## config.mk

```make
export PLATFORM = sky130hd
export DESIGN_NAME = tdc_hit_scheduler
export DESIGN_NICKNAME = d
export VERILOG_FILES = /design/src/rtl/tdc_enc_pkg.sv /design/src/rtl/find_one.sv /design/src/rtl/tdc_hit_scheduler.sv
export SDC_FILE = /design/constraint.sdc
export NUM_CORES = 1
export LEC_CHECK = 0
export CORE_MARGIN = 10
export CORE_UTILIZATION = 30
export DETAILED_ROUTE_END_ITERATION = 10
export GPL_TIMING_DRIVEN = 0
export HOLD_SLACK_MARGIN = 0.05
export PLACE_DENSITY = 0.68
export SYNTH_ARGS = -nofsm -noshare
export SYNTH_HDL_FRONTEND = slang
export SYNTH_HIERARCHICAL = 1
export SYNTH_SLANG_ARGS = --single-unit
export TNS_END_PERCENT = 10
```

## constraint.sdc

```tcl
create_clock -name clk -period 2.53 [get_ports clk]
set_clock_uncertainty 0.2 [all_clocks]
set_input_delay 0.506 -clock clk [delete_from_list [all_inputs] [get_ports clk]]
set_output_delay 0.506 -clock clk [all_outputs]
set_load 0.02 [all_outputs]
```

## src/rtl/tdc_enc_pkg.sv

```systemverilog
// Shared constants and state encoding for the TDC hit-mask encoder path.
// Width of the hit mask and of the channel index are fixed by find_one.
package tdc_enc_pkg;

    localparam int TDC_NCH   = 11;
    localparam int TDC_IDX_W = 4;

    typedef enum logic {
        IDLE = 1'b0,
        SCAN = 1'b1
    } tdc_state_e;

    // An out-of-range index (e.g. 4'hF) shifts the bit out and yields all zeros.
    function automatic logic [TDC_NCH-1:0] idx_to_onehot(input logic [TDC_IDX_W-1:0] idx);
        logic [TDC_NCH-1:0] one;
        one = {{(TDC_NCH-1){1'b0}}, 1'b1};
        return one << idx;
    endfunction

endpackage

```

## src/rtl/find_one.sv

```systemverilog
// Priority encoder: index of the lowest set bit of an 11-bit mask, 4'hF if empty.
module find_one
    import tdc_enc_pkg::*;
(
    input  logic [TDC_NCH-1:0]   din_i,
    output logic [TDC_IDX_W-1:0] idx_o
);

    // Scanning high-to-low lets the lowest set bit win the last assignment.
    always_comb begin
        idx_o = {TDC_IDX_W{1'b1}};
        for (int i = TDC_NCH - 1; i >= 0; i--) begin
            if (din_i[i]) idx_o = TDC_IDX_W'(i);
        end
    end

endmodule

```

## src/rtl/tdc_hit_scheduler.sv

```systemverilog
// Serialises an accepted hit mask into one channel-index beat per hit, lowest
// channel first, each beat carrying the frame tag; counts emitted beats.
module tdc_hit_scheduler
    import tdc_enc_pkg::*;
#(
    parameter int DIN_WIDTH = TDC_NCH,
    parameter int IDX_WIDTH = TDC_IDX_W,
    parameter int TAG_WIDTH = 8,
    parameter int CNT_WIDTH = 16
) (
    input  logic                 clk,
    input  logic                 rst_n,
    input  logic                 enable,
    input  logic                 in_valid,
    output logic                 in_ready,
    input  logic [DIN_WIDTH-1:0] in_mask,
    input  logic [TAG_WIDTH-1:0] in_tag,
    output logic                 out_valid,
    input  logic                 out_ready,
    output logic [IDX_WIDTH-1:0] out_index,
    output logic [TAG_WIDTH-1:0] out_tag,
    output logic                 out_last,
    output logic                 busy,
    output logic [CNT_WIDTH-1:0] hit_total
);

    // Handshakes: a transfer happens on a rising edge where valid & ready are both
    // high; while valid is high and ready low, the presenting side holds its data.

    tdc_state_e           state_q;
    logic                 run_q;
    logic [DIN_WIDTH-1:0] mask_q, mask_d;
    logic [TAG_WIDTH-1:0] tag_q;
    logic [CNT_WIDTH-1:0] hit_total_q, hit_total_d;
    logic [IDX_WIDTH-1:0] idx;
    logic                 scan;
    logic                 rest_empty;

    find_one u_find_one (
        .din_i (mask_q),
        .idx_o (idx)
    );

    assign scan       = (state_q == SCAN);
    assign mask_d     = mask_q & ~idx_to_onehot(idx);
    assign rest_empty = (mask_d == '0);
    assign hit_total_d = (hit_total_q == '1) ? hit_total_q : hit_total_q + CNT_WIDTH'(1);

    // run_q keeps in_ready low while reset is asserted and for the first edge after it.
    assign in_ready  = run_q & enable & ~scan;
    assign out_valid = scan;
    assign busy      = scan;
    assign out_index = idx;
    assign out_tag   = tag_q;
    assign out_last  = scan & rest_empty;
    assign hit_total = hit_total_q;

    always_ff @(posedge clk or negedge rst_n) begin
        if (!rst_n) begin
            state_q     <= IDLE;
            run_q       <= 1'b0;
            mask_q      <= '0;
            tag_q       <= '0;
            hit_total_q <= '0;
        end else begin
            run_q <= 1'b1;
            case (state_q)
                IDLE: begin
                    // An empty mask is consumed by the handshake but never scanned.
                    if (in_valid && in_ready && (in_mask != '0)) begin
                        mask_q  <= in_mask;
                        tag_q   <= in_tag;
                        state_q <= SCAN;
                    end
                end
                SCAN: begin
                    if (out_ready) begin
                        mask_q      <= mask_d;
                        hit_total_q <= hit_total_d;
                        if (rest_empty) state_q <= IDLE;
                    end
                end
                default: state_q <= IDLE;
            endcase
        end
    end

endmodule

```

After elaboration in Yosys (flattened, before gate mapping):

Cells that the tools add are included.
Widths: inputs -> output; s select.

* $add $sub $neg: 1
* eq/ne operators: 3
* shift operators: 1
* mux-type cells: 18
* bitwise gates (word level): 7
* reductions and logical operators: 7

Operators by type and width (count)
* $mux 4: 8
* $mux 11: 2
* $pmux 11 s2: 1
* $add 16x1->16 const B: 1
* $eq 16x16->1 const B: 1
* $and 11x11->11: 1
* $logic_not 11->1: 1
* $not 11->11: 1
* $reduce_bool 11->1: 1
* $shl 1x4->11 const A: 1
* $mux 3: 3
* $reduce_and 2->1: 2
* $and 1x1->1: 3
* $mux 1: 3
* $reduce_and 3->1: 1
* $logic_and 1x1->1: 2
* $ne 2x1->1 const B: 1
* $ne 2x2->1 const B: 1
* $not 1->1: 2
* $pmux 1 s2: 1

* register bits: 37
* bits of input ports: 24
* output and inout bits: 32

Longest topological paths before layout:

* word-level depth: 18
* depth in mapped cells: 8

By module:

The synthesis kept the hierarchy.

By module, submodules not included
* tdc_hit_scheduler: instances 1, cells each 192, area an instance 2040.7 µm², sequential area each 925.9 µm²
* find_one: instances 1, cells each 18, area an instance 111.4 µm², sequential area each 0.0 µm²

Least setup slack after synthesis:

Ideal clock, no wire load.

* path kind: reg2out
* from: register mask_q[6]
* to: output out_last
* arrival time: 2.648 ns
* data required time: 1.824 ns
* setup slack: -0.824 ns
* stages on the path, launching flop included: 9
* buffers on the path: 1
* path through: dfrtp_1 > nor2_1 > a221oi_1 > o41ai_1 > buf_2 > nand2b_1 > o32ai_1 > nand3_1 > nor3_1

* longest elaborated chain between the ends: 12

Ends and longest elaborated chain
* start, declared: line tdc_hit_scheduler.sv:32 `logic [DIN_WIDTH-1:0] mask_q, mask_d;`
* start signal, assigned: line tdc_hit_scheduler.sv:71 `mask_q <= in_mask;`
* start signal, assigned: line tdc_hit_scheduler.sv:78 `mask_q <= mask_d;`
* $mux 4 (7 in series): line find_one.sv:13 `if (din_i[i]) idx_o = TDC_IDX_W'(i);`
* via out_index[0]: line tdc_hit_scheduler.sv:20 `output logic [IDX_WIDTH-1:0] out_index,`
* $shl 1x4->11: line tdc_enc_pkg.sv:17 `return one << idx;`
* $not 11->11: line tdc_hit_scheduler.sv:45 `assign mask_d = mask_q & ~idx_to_onehot(idx);`
* $and 11x11->11: line tdc_hit_scheduler.sv:45
* $logic_not 11->1: line tdc_hit_scheduler.sv:46 `assign rest_empty = (mask_d == '0);`
* $and 1x1->1: line tdc_hit_scheduler.sv:55 `assign out_last = scan & rest_empty;`
* end, declared: line tdc_hit_scheduler.sv:22 `output logic out_last,`

The timed path passes the listed nets, and every way through them passes these cells.

Final worst setup path:

* from: register mask_q[4]
* to: output out_last

* longest elaborated chain between the ends: 10

Ends and longest elaborated chain (line)
* $mux 4 (5 in series): find_one.sv:13
* $shl 1x4->11: tdc_enc_pkg.sv:17
* $not 11->11: tdc_hit_scheduler.sv:45
* $and 11x11->11 *: tdc_hit_scheduler.sv:45
* $logic_not 11->1 *: tdc_hit_scheduler.sv:46
* $and 1x1->1 *: tdc_hit_scheduler.sv:55

Mark *: on every way between the ends. The rest lies on a longest branch, timed or not.

==> out/metrics.cfg <==
[logic_synthesis]
synthDistinctLibCells = 47
synthFlopType = dfrtp_1
syn_avg_cell_area_um2 = 10.2
postSynthCellCount = 210
syn_nets = 235
ys_async_sr_fraction_pct = 100
synth_edf_count = 0
syn-cell-area_um2 = 2150
yosysWarnings = 6
ys_ff_latch = 37
ys_seq_area_share_pct = 43.0

[sta]
finalSetupTns_ns = -0.840
setup_viol_count_final = 2
final_hold_viol_count = 0
min_period_over_period_pct = 131
period_minus_slack_ns = 3.30
finalMaxSlewViolations = 0
rsz0062_at_grt = yes
whs_ns = 0.103
fin_ws_ns = -0.772
worstMarginPinSlew_ns = 0.829
fmax_mhz = 303
maxSlewHeadroom_pct = 44.7

[placed_design]
hpwl_mm = 4.43
port-buffer-count = 55
dpl_cell_area_um2 = 2840
gp_congestion = 0.888

[clock_network]
cts_hold_buf = 0
clock_sinks = 37
clock_latency_ns = 0.29
cts_buffers = 5
cts_max_path_buffers = 2
cts_root_buf = clkbuf_8
cts_htree_levels = 2
cts_tree = built
cts.clk_slew.worst_paths_ns = 0.08

[job]
cap_violations = 0

[power]
p_per_area_nw_per_um2 = 1130
p_leak_nw = 1.21
ir_drop_mv = 0.333
power.total_mw = 3.45

[grt]
grt-ovfl-total = 0
grt_pass1_wl_mm = 9.72
antenna_found_initial = 0
grt_pass1_vias = 1813
grt_start_max_net_pins = 38
track_usage_pct = 10.5

[cells_and_area]
mostFrequentLayoutCells = clkdlybuf4s50_1, dfrtp_1, o21ai_0, mux2_2, mux2i_1
final_nets = 301
multi_input_area_um2 = 1200
drive_gt1_share_pct = 19.5
syn2layout_area_growth_pct = 41.7
regArea_um2 = 931
diodes = 0
final_common_cell = clkdlybuf4s50_1
design_area_um2 = 3050
n_fill_cell = 665

[critical_path]
path_max_fanout = 9
worstSetupEndpointType = output pin
crit_chain = nor4_4 -> o31ai_1 -> and3_4 -> or4b_4 -> a21oi_2 -> o211ai_1 -> nor3_2 -> buf_4
critical_path.max_stage_delay_ns = 0.52
cp_slowest_cell = or4b_4
rr_worst_depth = 7
critPathArrivalTime_ns = 2.60
worstSetupStartpointType = flip-flop
path_class = reg -> out
crit_required_ns = 1.82

[hold_path]
hold_path.class = in -> async

[die]
dieArea_um2 = 11000
core_area_um2 = 6870
start_util_pct = 31.3
rows = 30
die_h_um = 105
die_w_um = 105
io_pins = 56

[outcome]
status = finished with violations
violations = setup timing

[routing]
remaining_drc_errors = 0
num_vias = 1904
drtIter0Drc = 188
drt_pass1_iterations = 4
drt.antenna.violating_nets = 0
vias_per_cell = 5.10
routed_wl_mm = 5.99
wl_per_cell_um = 16.1

[cell usage after synthesis (4+ instances only)]
cell type  count  area [µm²]
dfrtp_1       37         926
clkbuf_1       5        18.8
buf_2          5        25.0
a21oi_1        6        30.0
nand4_1        4        25.0
o31ai_1        6        45.0
nor2_1         9        33.8
nand3_1        5        25.0
o21ai_0       17        85.1
nor3_1         5        25.0
o32ai_1        4        35.0
inv_1          5        18.8
mux2_2        13         146
xnor2_1        4        35.0
xor2_1        10        87.6
o2bb2ai_1     10        87.6
mux2i_1       11         110
nand2_1        8        30.0
nand2b_1       6        37.5
[through the flow]
step / setup WS (ns) / cells / util (%)
3_3_place_gp: -1.06 / 361 / 41.5
5_1_grt: -0.913 / 373 / 44.4
4_1_cts: -0.824 / 371 / 43.8
2_1_floorplan: -0.422 / 210 / -
3_5_place_dp: -1.10 / 361 / 41.4
6_report: -0.772 / 373 / 44.4
[routing by layer]
metal / wire, µm / share of wire, % / vias up / global-route usage (%)
li1: - / - / 919 / -
met1: 2840 / 47 / 924 / 14.4
met2: 2760 / 46 / 56 / 16.0
met3: 318 / 5.3 / 5 / 2.27
met4: 78 / 1.3 / 0 / 3.53
met5: 0 / 0 / - / 0
[cell families after synthesis]
group / after synthesis / share of synthesized area, %
AO/OA/AOI/OAI: 54 / 17.2
XOR/XNOR: 14 / 5.70
adder cells (fa/ha/maj): 1 / 0.581
buffers and inverters: 18 / 4.13
flip-flops: 37 / 43.0
multiplexers: 24 / 11.9
other: 1 / 0.174
AND/OR/NAND/NOR: 61 / 17.3
[worst max-delay path, delay by kind of cell (launching register included)]
kind                   cells  cell delay [ns]
AO/OA/AOI/OAI              3             0.39
AND/OR/NAND/NOR            4             1.26
flip-flops                 1             0.47
buffers and inverters      1             0.19
[registers in the layout (all words and copies together), names as in the netlist]
register,flops
run_q,1
mask_q,11
out_tag,8
busy,1
hit_total,16
[where the power goes]
part           switching, mW  leakage, nW  internal, mW
combinational          0.864        0.690         0.868
clock                  0.234       0.0687         0.397
sequential             0.286        0.453         0.799
[cell type report]
class / instances / area share (%)
clock inverters: 3 / 2.26
plain buffers: 11 / 2.01
repair buffers: 61 / 19.1
well taps: 96 / 3.94
multi-input cells: 155 / 39.3
inverters: 5 / 0.616
flip-flops and latches: 37 / 30.5
clock buffers: 5 / 2.26
[worst paths after layout]
check / from / to / slack, ns
max: mask_q[4]$_DFFE_PN0P_ / out_last / -0.77
min: rst_n / hit_total[10]$_DFFE_PN0P_ / 0.10
max reg2reg: mask_q[4]$_DFFE_PN0P_ / busy$_DFF_PN0_ / -0.07
min reg2reg: hit_total[14]$_DFFE_PN0P_ / hit_total[14]$_DFFE_PN0P_ / 0.29
max in group asynchronous: rst_n / mask_q[8]$_DFFE_PN0P_ / 1.44
min in group clk: hit_total[14]$_DFFE_PN0P_ / hit_total[14]$_DFFE_PN0P_ / 0.29
[what timing repair did]
| action | CTS | global route |
|---|---|---|
| hold endpoints to repair | 0 | 0 |
| endpoints found under the setup margin | 7 | 4 |
| resized for setup | 16 | 12 |
| pin swaps | 2 | 6 |
| buffers inserted | 2 | 4 |
Note: power is estimated with default switching activity, not from simulation.
